### config.mk
export PLATFORM = sky130hd
export DESIGN_NAME = xfpga_regs_mc
export DESIGN_NICKNAME = d
export VERILOG_FILES = /design/src/rtl/xfpga_regs_mc.sv
export SDC_FILE = /design/constraint.sdc
export NUM_CORES = 1
export LEC_CHECK = 0
export CORE_ASPECT_RATIO = 1.25
export CORE_MARGIN = 2
export CORE_UTILIZATION = 47
export CTS_CLUSTER_SIZE = 30
export DETAILED_ROUTE_END_ITERATION = 16
export PLACE_DENSITY = 0.83
export REMOVE_ABC_BUFFERS = 1
export SLEW_MARGIN = 30
export SYNTH_ARGS = -nofsm -noshare
export SYNTH_HDL_FRONTEND = slang
export SYNTH_SLANG_ARGS = --single-unit
### constraint.sdc
create_clock -name clk -period 3.15 [get_ports clk]
set_input_delay 0.63 -clock clk [delete_from_list [all_inputs] [get_ports clk]]
set_output_delay 0.63 -clock clk [all_outputs]
set_load 0.005 [all_outputs]
### src/rtl/xfpga_regs_mc.sv
// y-bus register bank: version, task handshakes with timeout, LTC snapshot/load, DPRAM page/done.
// Reads are combinational on y_adr; LTC lower words come from a shadow captured when the MS word is read.
module xfpga_regs_mc #(
  parameter int P_DW       = 16,
  parameter int P_AW       = 12,
  parameter int P_N_TASK   = 4,
  parameter int P_LTC_W    = 48,
  parameter int P_DPRAM_AW = 11,
  parameter int P_TIMEOUT  = 1023
) (
  input  logic                  clk,
  input  logic                  rst,
  input  logic [P_DW-1:0]       vnum,
  input  logic [P_AW-1:0]       y_adr,
  input  logic [P_DW-1:0]       y_wr_data,
  input  logic                  y_wr,
  input  logic                  y_rd,
  output logic [P_DW-1:0]       y_rd_data,
  output logic [P_N_TASK-1:0]   task_req,
  input  logic [P_N_TASK-1:0]   task_ack,
  input  logic [P_LTC_W-1:0]    ltc_rd_data,
  output logic [P_LTC_W-1:0]    ltc_wr_data,
  output logic [P_DW-1:0]       dpram_page,
  output logic [P_DPRAM_AW-1:0] dpram_addr,
  output logic [P_DW-1:0]       dpram_data,
  output logic                  dpram_wren,
  input  logic [P_DW-1:0]       dpram_q,
  output logic                  dpram_done
);

  localparam int N_LTC = P_LTC_W / P_DW;
  localparam int CW    = $clog2(P_TIMEOUT + 1);

  localparam logic [P_AW-1:0] A_VNUM = '1;
  localparam logic [P_AW-1:0] A_TASK = A_VNUM - P_AW'(1);
  localparam logic [P_AW-1:0] A_STAT = A_VNUM - P_AW'(2);
  localparam logic [P_AW-1:0] A_PAGE = A_VNUM - P_AW'(3);
  localparam logic [P_AW-1:0] A_DONE = A_VNUM - P_AW'(4);
  localparam logic [P_AW-1:0] A_LTC0 = A_VNUM - P_AW'(5);

  typedef enum logic {T_IDLE, T_BUSY} tstate_e;

  tstate_e             state_q [P_N_TASK];
  logic [CW-1:0]       cnt_q   [P_N_TASK];
  logic [P_N_TASK-1:0] status_q;
  logic [P_N_TASK-1:0] to_set;
  logic [P_N_TASK-1:0] stat_clr;
  logic [P_DW-1:0]     page_q;
  logic                done_q;
  logic [P_LTC_W-1:0]  ltc_wr_q, ltc_wr_d;
  logic [P_LTC_W-1:0]  shadow_q;
  logic                ltc_lo_hit;
  logic [P_DW-1:0]     ltc_lo_dat;
  logic                in_dpram;

  assign in_dpram   = (y_adr[P_AW-1:P_DPRAM_AW] == '0);
  assign dpram_addr = y_adr[P_DPRAM_AW-1:0];
  assign dpram_data = y_wr_data;
  assign dpram_wren = y_wr && in_dpram;
  assign dpram_page  = page_q;
  assign dpram_done  = done_q;
  assign ltc_wr_data = ltc_wr_q;
  assign stat_clr    = (y_wr && y_adr == A_STAT) ? y_wr_data[P_N_TASK-1:0] : '0;

  // Timeout fires on the P_TIMEOUT-th BUSY cycle unless ack is sampled on that same edge.
  always_comb begin
    for (int i = 0; i < P_N_TASK; i++) begin
      task_req[i] = (state_q[i] == T_BUSY);
      to_set[i]   = (state_q[i] == T_BUSY) && !task_ack[i] && (cnt_q[i] == CW'(P_TIMEOUT - 1));
    end
  end

  always_comb begin
    ltc_wr_d   = ltc_wr_q;
    ltc_lo_hit = 1'b0;
    ltc_lo_dat = '0;
    for (int k = 0; k < N_LTC; k++) begin
      if (y_wr && y_adr == A_LTC0 - P_AW'(k))
        ltc_wr_d[P_LTC_W-1-k*P_DW -: P_DW] = y_wr_data;
      if (k > 0 && y_adr == A_LTC0 - P_AW'(k)) begin
        ltc_lo_hit = 1'b1;
        ltc_lo_dat = shadow_q[P_LTC_W-1-k*P_DW -: P_DW];
      end
    end
  end

  always_comb begin
    y_rd_data = '0;
    if (y_adr == A_VNUM)      y_rd_data = vnum;
    else if (y_adr == A_TASK) y_rd_data[P_N_TASK-1:0] = task_req;
    else if (y_adr == A_STAT) y_rd_data[P_N_TASK-1:0] = status_q;
    else if (y_adr == A_PAGE) y_rd_data = page_q;
    else if (y_adr == A_DONE) y_rd_data = '0;
    else if (y_adr == A_LTC0) y_rd_data = ltc_rd_data[P_LTC_W-1 -: P_DW];
    else if (ltc_lo_hit)      y_rd_data = ltc_lo_dat;
    else if (in_dpram)        y_rd_data = dpram_q;
  end

  always_ff @(posedge clk) begin
    if (rst) begin
      for (int i = 0; i < P_N_TASK; i++) begin
        state_q[i] <= T_IDLE;
        cnt_q[i]   <= '0;
      end
      status_q <= '0;
      page_q   <= '0;
      done_q   <= 1'b0;
      ltc_wr_q <= '0;
      shadow_q <= '0;
    end else begin
      for (int i = 0; i < P_N_TASK; i++) begin
        case (state_q[i])
          T_IDLE: if (y_wr && y_adr == A_TASK && y_wr_data[i]) begin
            state_q[i] <= T_BUSY;
            cnt_q[i]   <= '0;
          end
          T_BUSY: begin
            if (task_ack[i] || to_set[i]) state_q[i] <= T_IDLE;
            else                          cnt_q[i]   <= cnt_q[i] + CW'(1);
          end
          default: state_q[i] <= T_IDLE;
        endcase
      end
      // A timeout in the same cycle as a write-1-clear stays set.
      status_q <= (status_q & ~stat_clr) | to_set;
      if (y_wr && y_adr == A_PAGE) page_q <= y_wr_data;
      done_q   <= y_wr && (y_adr == A_DONE);
      ltc_wr_q <= ltc_wr_d;
      if (y_rd && y_adr == A_LTC0) shadow_q <= ltc_rd_data;
    end
  end

endmodule

==> results of run 1 <==
## worst max path at each step
stage / start / to / slack, ns / depth (start not counted)
2_1_floorplan: y_adr[7] / shadow_q[0] / 0.24 / 4
3_3_place_gp: y_adr[11] / y_rd_data[12] / -0.21 / 6
3_5_place_dp: y_adr[11] / y_rd_data[9] / -0.16 / 6
4_1_cts: y_adr[7] / cnt_q[0][9] / 0.001 / 14
5_1_grt: y_adr[5] / cnt_q[0][7] / -0.006 / 14
6_report: y_adr[7] / cnt_q[0][2] / 0.11 / 14
## per-stage QoR
| step | instances | TNS (ns) | util (%) | hold WS (ns) | total power [mW] |
|---|---|---|---|---|---|
| finish | 1192 | 0 | 68.6 | 0.481 | 4.47 |
| detailed placement | 1154 | -1.57 | 64.1 | 0.476 | 2.51 |
| floorplan | 663 | 0 | - | 0.448 | 2.14 |
| CTS | 1191 | 0 | 68.3 | 0.484 | 4.50 |
| global route | 1192 | -0.0376 | 68.6 | 0.506 | 4.64 |
| global placement | 1154 | -1.67 | 64.1 | 0.464 | 2.50 |
## what timing repair did
action	CTS	global route
hold buffers	0	0
pin swaps	2	0
setup buffers	5	0
endpoints found under the setup margin	16	44
resized for setup	25	9
cloned	0	1
## synth_stat cells (3+ instances only)
master | instances | area, um^2
mux2i_1 | 99 | 991
nand4_2 | 3 | 37.5
xor2_1 | 17 | 149
nand2_1 | 19 | 71.3
o21ai_0 | 13 | 65.1
edfxtp_1 | 44 | 1320
or3_1 | 4 | 25.0
nand4_1 | 10 | 62.6
clkbuf_1 | 25 | 93.8
ha_1 | 8 | 100
xnor2_1 | 15 | 131
buf_4 | 39 | 293
and2b_1 | 4 | 30.0
nor4_1 | 4 | 25.0
mux2_2 | 14 | 158
nor2_1 | 149 | 559
nand3_1 | 20 | 100
buf_2 | 8 | 40.0
a21oi_1 | 15 | 75.1
dfxtp_1 | 101 | 2020
nor3_1 | 12 | 60.1
a211oi_1 | 3 | 22.5
mux4_2 | 3 | 67.6
o32ai_1 | 12 | 105
and4_1 | 3 | 26.3
a31oi_1 | 3 | 18.8
nand2b_1 | 5 | 31.3
a221oi_1 | 24 | 210
inv_1 | 31 | 116
and3_1 | 3 | 18.8
## state kept, by name, summed over array words and instances, names as in the netlist
register / count
shadow_q: 32
dpram_page: 16
state_q: 4
ltc_wr_data: 48
status_q: 4
cnt_q: 40
dpram_done: 1
## where the power goes
group          internal (mW)  leakage (nW)  switching, mW  total (mW)
clock network           1.19         0.297          0.807        1.99
registers               1.96          1.28         0.0341        1.99
logic                  0.272          2.70          0.215       0.487
total                   3.42          4.27           1.06        4.47
## final cells by class
class | instances | area share [%]
Timing Repair Buffer | 285 | 26.2
Clock buffer | 20 | 4.53
Multi-Input combinational cell | 487 | 32.9
Sequential cell | 145 | 31.7
Inverter | 31 | 1.10
Clock inverter | 12 | 1.13
Tap cell | 212 | 2.52
## logic make-up (layout without fill, tap and decap cells)
family,Yosys count,count (layout)
simple gates,254,254
flops,145,145
mux,116,116
buf+inv,106,348
compound gates,77,77
xor+xnor,32,32
fa+ha+maj,8,8
## critical path, cell delays in order
cell	delay, ns
clkdlybuf4s50_1	0.48
buf_4	0.12
nand4_1	0.19
buf_4	0.20
buf_4	0.12
buf_4	0.12
buf_4	0.12
buf_4	0.12
buf_4	0.15
nor4_4	0.25
buf_4	0.19
nand2_1	0.08
o221ai_2	0.21
buf_4	0.19
## routing by layer
| layer | up-vias | GRT usage (%) |
|---|---|---|
| li1 | 3045 | - |
| met1 | 2973 | 30.8 |
| met2 | 274 | 43.9 |
| met3 | 44 | 9.74 |
| met4 | 2 | 10.1 |
| met5 | - | 0 |
==> metrics.md, run 1 <==
| Metric | Value |
|---|---|
| Status | `complete, no violations` |
| Placer Congestion | `0.878` |
| R2R setup slack | `1.24 ns` |
| DR vias/cell | `5.32` |
| WHS Path Cells | `2` |
| Synth unique cells | `52` |
| Top routing layer in use | `met5` |
| Final #Nets | `1091` |
| Final min period | `3.04 ns` |
| First-pass GRT wire length | `33000 um` |
| Die height | `143 um` |
| Seq cells post-synth | `145` |
| Clk root buf | `clkbuf_16` |
| Crit-path max FO | `5` |
| DRT iter0 DRCs | `419` |
| WL final | `22000 um` |
| CTS H-tree lvls | `4` |
| Met3 Routed Length | `2100 um` |
| Clock-pin slew on the worst setup and hold paths | `0.06 ns` |
| Primary FF master, synth | `dfxtp_1` |
| Placed Area | `9860 um^2` |
| Synth-to-Final Area Change | `44.2%` |
| Crit Path Class | `in2reg` |
| Worst IR Drop VDD | `0.312 mV` |
| Hold Path Class | `reg2reg` |
| Most frequent cells in the layout | `clkdlybuf4s50_1 (208), nor2_1 (149), dfxtp_1 (101)` |
| FFs w/ async S/R, synth | `0%` |
| Routed met1 length | `8720 um` |
| Total gr overflow | `0` |
| # fillers | `1205` |
| Netlist Area Pre-Place | `7310 um^2` |
| Adder-Cell Fraction of Synth Area | `1.37%` |
| Reg area | `3340 um^2` |
| Clock Sinks | `145` |
| XOR/XNOR share of the synthesized area | `3.83%` |
| Lkg Pwr | `4.27 nW` |
| GRT Resource Usage Total | `26.4%` |
| R2R Path Start | `cnt_q[0][0]` |
| Layout cell share with drive strength beyond 1 | `13.1%` |
| N_diodes | `0` |
| Die Footprint | `16600 um^2` |
| Worst setup margin | `0.106 ns` |
| Required time of the worst setup path | `3.29 ns` |
| Routed len/inst | `18.5 um` |
| Fmax | `328 MHz` |
| Clk Latency, worst-skew pair | `0.43 ns` |
| Fin area | `10500 um^2` |
| Hold EP | `status_q[2]` |
| Complex-gate fraction of the synthesized area | `7.61%` |
| Worst Tran Pin Value | `0.930 ns` |
| Syn avg cell area | `9.91 um^2` |
| Max clock buf depth | `2` |
| Number of global-route vias before repair | `6138` |
| Commonest non-fill, non-tap cell in the layout | `clkdlybuf4s50_1` |
| DP HPWL | `16500 um` |
| Headroom to the max-slew limit | `38.0%` |
| DR WL met2 | `10500 um` |
| Initial antenna violation count | `1` |
| Initial Utilization | `47.5%` |
| Sequential element share of the synthesized area | `45.7%` |
| Post-synth EDFFs | `44` |
| Post-Synth Simple-Gate Area | `17.0%` |
| Path depth of the worst reg2reg path | `6` |
| Clock skew | `0.00756 ns` |
| Num CTS Buffers | `17` |
| Vias | `6338` |
| Area of the multi-input gates | `3470 um^2` |
| Core region area | `15400 um^2` |
| Kind of end point of the critical path | `register` |
| MaxCap Viol Count | `0` |
| Row Count | `51` |
| Fin. Hold Viols | `0` |
| Tcrit/Tclk final | `96.6%` |
| Die X-Extent | `116 um` |
| Pre-CTS setup slack | `-0.162 ns` |
| Largest family of logic cells by synthesized area | `simple AND/OR/NAND/NOR gates` |
| IO Count | `229` |
| Critical Path AT | `3.18 ns` |
| Mapped Cells | `738` |
| ANT nets after route | `0` |
| Number of port buffers | `228` |
| Setup-failing EPs final | `0` |
| Hold Startpoint | `status_q[2]` |
| CP Launch Type | `input pin` |
| Power density over cell area | `424 nW/um^2` |
| CTS tree | `built` |
| RR Endpoint | `state_q[0]` |
| Residual DRC | `0` |
| Final Slew Violations | `0` |
| Largest net degree at the start of global routing | `92` |
| Mux cell area share after synthesis | `16.6%` |
| Detailed Routing Iterations Pass 1 | `5` |
| YS warnings | `0` |
(Power assumes the default switching activity.)
==> inputs of run 2 (changes only) <==
--- a/config.mk
+++ b/config.mk
@@ -12,6 +12,7 @@
 export DETAILED_ROUTE_END_ITERATION = 16
 export PLACE_DENSITY = 0.83
 export REMOVE_ABC_BUFFERS = 1
+export SKIP_LAST_GASP = 1
 export SLEW_MARGIN = 30
 export SYNTH_ARGS = -nofsm -noshare
 export SYNTH_HDL_FRONTEND = slang
==> metrics.md, run 2 (synthesis gave the netlist of run 1 again) <==
| Metric | Value |
|---|---|
| Status | `complete, no violations` |
| Bufs and invs on worst path | `10 (unchanged)` |
| Final min period | `3.04 ns (+0.000293 ns)` |
| Int Pwr | `3.42 mW (about the same)` |
| Crit Path Class | `in2reg` |
| Clk pwr share | `44.6% (about the same)` |
| Vias | `6341 (+0.047%)` |
| Row Count | `51 (unchanged)` |
| Clock skew | `0.00734 ns (-0.000212 ns)` |
| CTS hold repair buffers | `0 (unchanged)` |
| Worst Tran Pin Value | `0.930 ns (-0.000449 ns)` |
| Largest net degree at the start of global routing | `92 (unchanged)` |
| Max reg flops | `48 (unchanged)` |
| Fin. Hold Viols | `0 (unchanged)` |
| Residual DRC | `0 (unchanged)` |
| Clk root buf | `clkbuf_16` |
| Lkg Pwr | `4.28 nW (+0.25%)` |
| CTS H-tree lvls | `4 (unchanged)` |
| Die height | `143 um (unchanged)` |
| Sw frac | `23.6% (about the same)` |
| Placer Congestion | `0.878 (unchanged)` |
| Crit-path max FO | `5 (unchanged)` |
| Die Footprint | `16600 um^2 (unchanged)` |
| N_diodes | `0 (unchanged)` |
| Setup-failing EPs final | `0 (unchanged)` |
| Clk Latency, worst-skew pair | `0.43 ns (about the same)` |
| WL final | `22000 um (about the same)` |
| Number of port buffers | `228 (unchanged)` |
| Clock-pin slew on the worst setup and hold paths | `0.06 ns (about the same)` |
| Max clock buf depth | `2 (unchanged)` |
| Combinational power share | `10.9% (about the same)` |
| Power density over cell area | `424 nW/um^2 (about the same)` |
| Slowest Stage Delay on Critical Path | `0.48 ns (about the same)` |
| Layout cell share with drive strength beyond 1 | `13.1% (unchanged)` |
| First-pass GRT wire length | `33000 um (unchanged)` |
| CP delay by family, top | `buffers and inverters` |
| Tcrit/Tclk final | `96.7% (about the same)` |
| Fin area | `10600 um^2 (about the same)` |
| Critical Path AT | `3.18 ns (about the same)` |
| Worst IR Drop VDD | `0.312 mV (about the same)` |
| Detailed Routing Iterations Pass 1 | `5 (unchanged)` |
| Commonest non-fill, non-tap cell in the layout | `clkdlybuf4s50_1` |
| Headroom to the max-slew limit | `38.0% (about the same)` |
| MaxCap Viol Count | `0 (unchanged)` |
| Required time of the worst setup path | `3.29 ns (about the same)` |
| DP HPWL | `16500 um (unchanged)` |
| Critical-path cell list | `clkdlybuf4s50_1 > buf_4 > nand4_1 > buf_4 > buf_4 > buf_4 > buf_4 > buf_4 > buf_4 > nor4_4 > buf_4 > nand2_1 > o221ai_2 > buf_4` |
| ANT nets after route | `0 (unchanged)` |
| Initial Utilization | `47.5% (unchanged)` |
| Number of global-route vias before repair | `6138 (unchanged)` |
| IO Count | `229 (unchanged)` |
| Slowest CP cell | `clkdlybuf4s50_1` |
| Num CTS Buffers | `17 (unchanged)` |
| Routed len/inst | `18.5 um (about the same)` |
| Initial antenna violation count | `1 (unchanged)` |
| CP Launch Type | `input pin` |
| Final Slew Violations | `0 (unchanged)` |
| Most frequent cells in the layout | `clkdlybuf4s50_1 (208), nor2_1 (149), dfxtp_1 (101)` |
| Core region area | `15400 um^2 (unchanged)` |
| Fmax | `328 MHz (about the same)` |
| Kind of end point of the critical path | `register` |
| Clock Sinks | `145 (unchanged)` |
| DRT iter0 DRCs | `418 (-0.24%)` |
| DR vias/cell | `5.32 (about the same)` |
| CTS tree | `built` |
| Hold Path Class | `reg2reg` |
| Net Sw Power | `1.06 mW (+0.11%)` |
| # fillers | `1203 (-0.17%)` |
| GRT Resource Usage Total | `26.4% (unchanged)` |
| Most used cell, CP | `buf_4` |
| Register share of total power | `44.5% (about the same)` |
| Die X-Extent | `116 um (unchanged)` |
| Worst Hold Margin | `0.481 ns (-0.00000200 ns)` |
| Total gr overflow | `0 (unchanged)` |
| Placed Area | `9860 um^2 (unchanged)` |
| Synth-to-Final Area Change | `44.3% (about the same)` |
| Final #Nets | `1091 (unchanged)` |
run 2: cell types whose count changed in the layout (fill, tap and decap cells not counted), sizes merged:
| cell | delta |
|---|---|
| dlygate4sd2 | -1 |
| dlymetal6s2s | +1 |
run 2: path summary, 6_finish.rpt:
path / start / end / slack [ns] / cells past startpoint
hold reg to reg: status_q[2] / status_q[2] / 0.48 / 2
setup reg to reg: cnt_q[0][0] / state_q[0] / 1.24 / 6
hold / removal: status_q[2] / status_q[2] / 0.48 / 2
setup / recovery: y_adr[7] / cnt_q[0][2] / 0.11 / 14
run 2: timing repair:
action                     4_1_cts  5_1_grt
pin swaps                        2        0
setup endpoints to repair       16       45
setup buffers                    5        0
cloned                           0        1
resized for setup               24       10
run 2: cell type report:
cell class              instances  area, um^2  share of cell area, %
clock buffers                  20         478                   4.53
clock inverters                12         119                   1.13
inverters                      31         116                   1.10
multi-input cells             487        3470                   32.9
flip-flops and latches        145        3340                   31.7
well taps                     212         265                   2.51
repair buffers                285        2760                   26.2
run 2: stage by stage:
stage	instances	setup TNS [ns]	total power [mW]	worst slack [ns]	util, %
6_report	1192	0	4.47	0.105	68.6
3_5_place_dp	1154	-1.57	2.51	-0.162	64.1
2_1_floorplan	663	0	2.14	0.245	-
4_1_cts	1191	-0.0235	4.50	-0.0235	68.3
3_3_place_gp	1154	-1.67	2.50	-0.210	64.1
5_1_grt	1192	-0.0376	4.64	-0.00636	68.6
run 2: power by group through the flow:
stage / clock network (mW) / logic (mW) / registers, mW
after floorplan: 0 / 0.121 / 2.02
final: 2.00 / 0.487 / 1.99
after global placement: 0 / 0.477 / 2.03
after global routing: 2.12 / 0.521 / 1.99
after CTS: 2.03 / 0.483 / 1.99
after detailed placement: 0 / 0.480 / 2.03
run 2: metal layers:
metal / wire (um) / global-route usage (%) / up-vias
met5: 16 / 0 / -
met4: 709 / 10.1 / 2
met3: 2090 / 9.74 / 44
met2: 10500 / 43.9 / 275
met1: 8740 / 30.8 / 2976
li1: - / - / 3044
run 2: tightest hold or removal path, cell delays in order (launching register included):
cell and delay (ns):
dfxtp_1 0.30, o21ai_0 0.07, a21oi_1 0.06
==> inputs of run 3 (changes only) <==
--- a/config.mk
+++ b/config.mk
@@ -10,6 +10,7 @@
 export CORE_UTILIZATION = 47
 export CTS_CLUSTER_SIZE = 30
 export DETAILED_ROUTE_END_ITERATION = 16
+export HOLD_SLACK_MARGIN = 0.02
 export PLACE_DENSITY = 0.83
 export REMOVE_ABC_BUFFERS = 1
 export SKIP_LAST_GASP = 1
==> results of run 3 <==
Same layout as run 2: the final DEF is identical, and so are final timing and power.
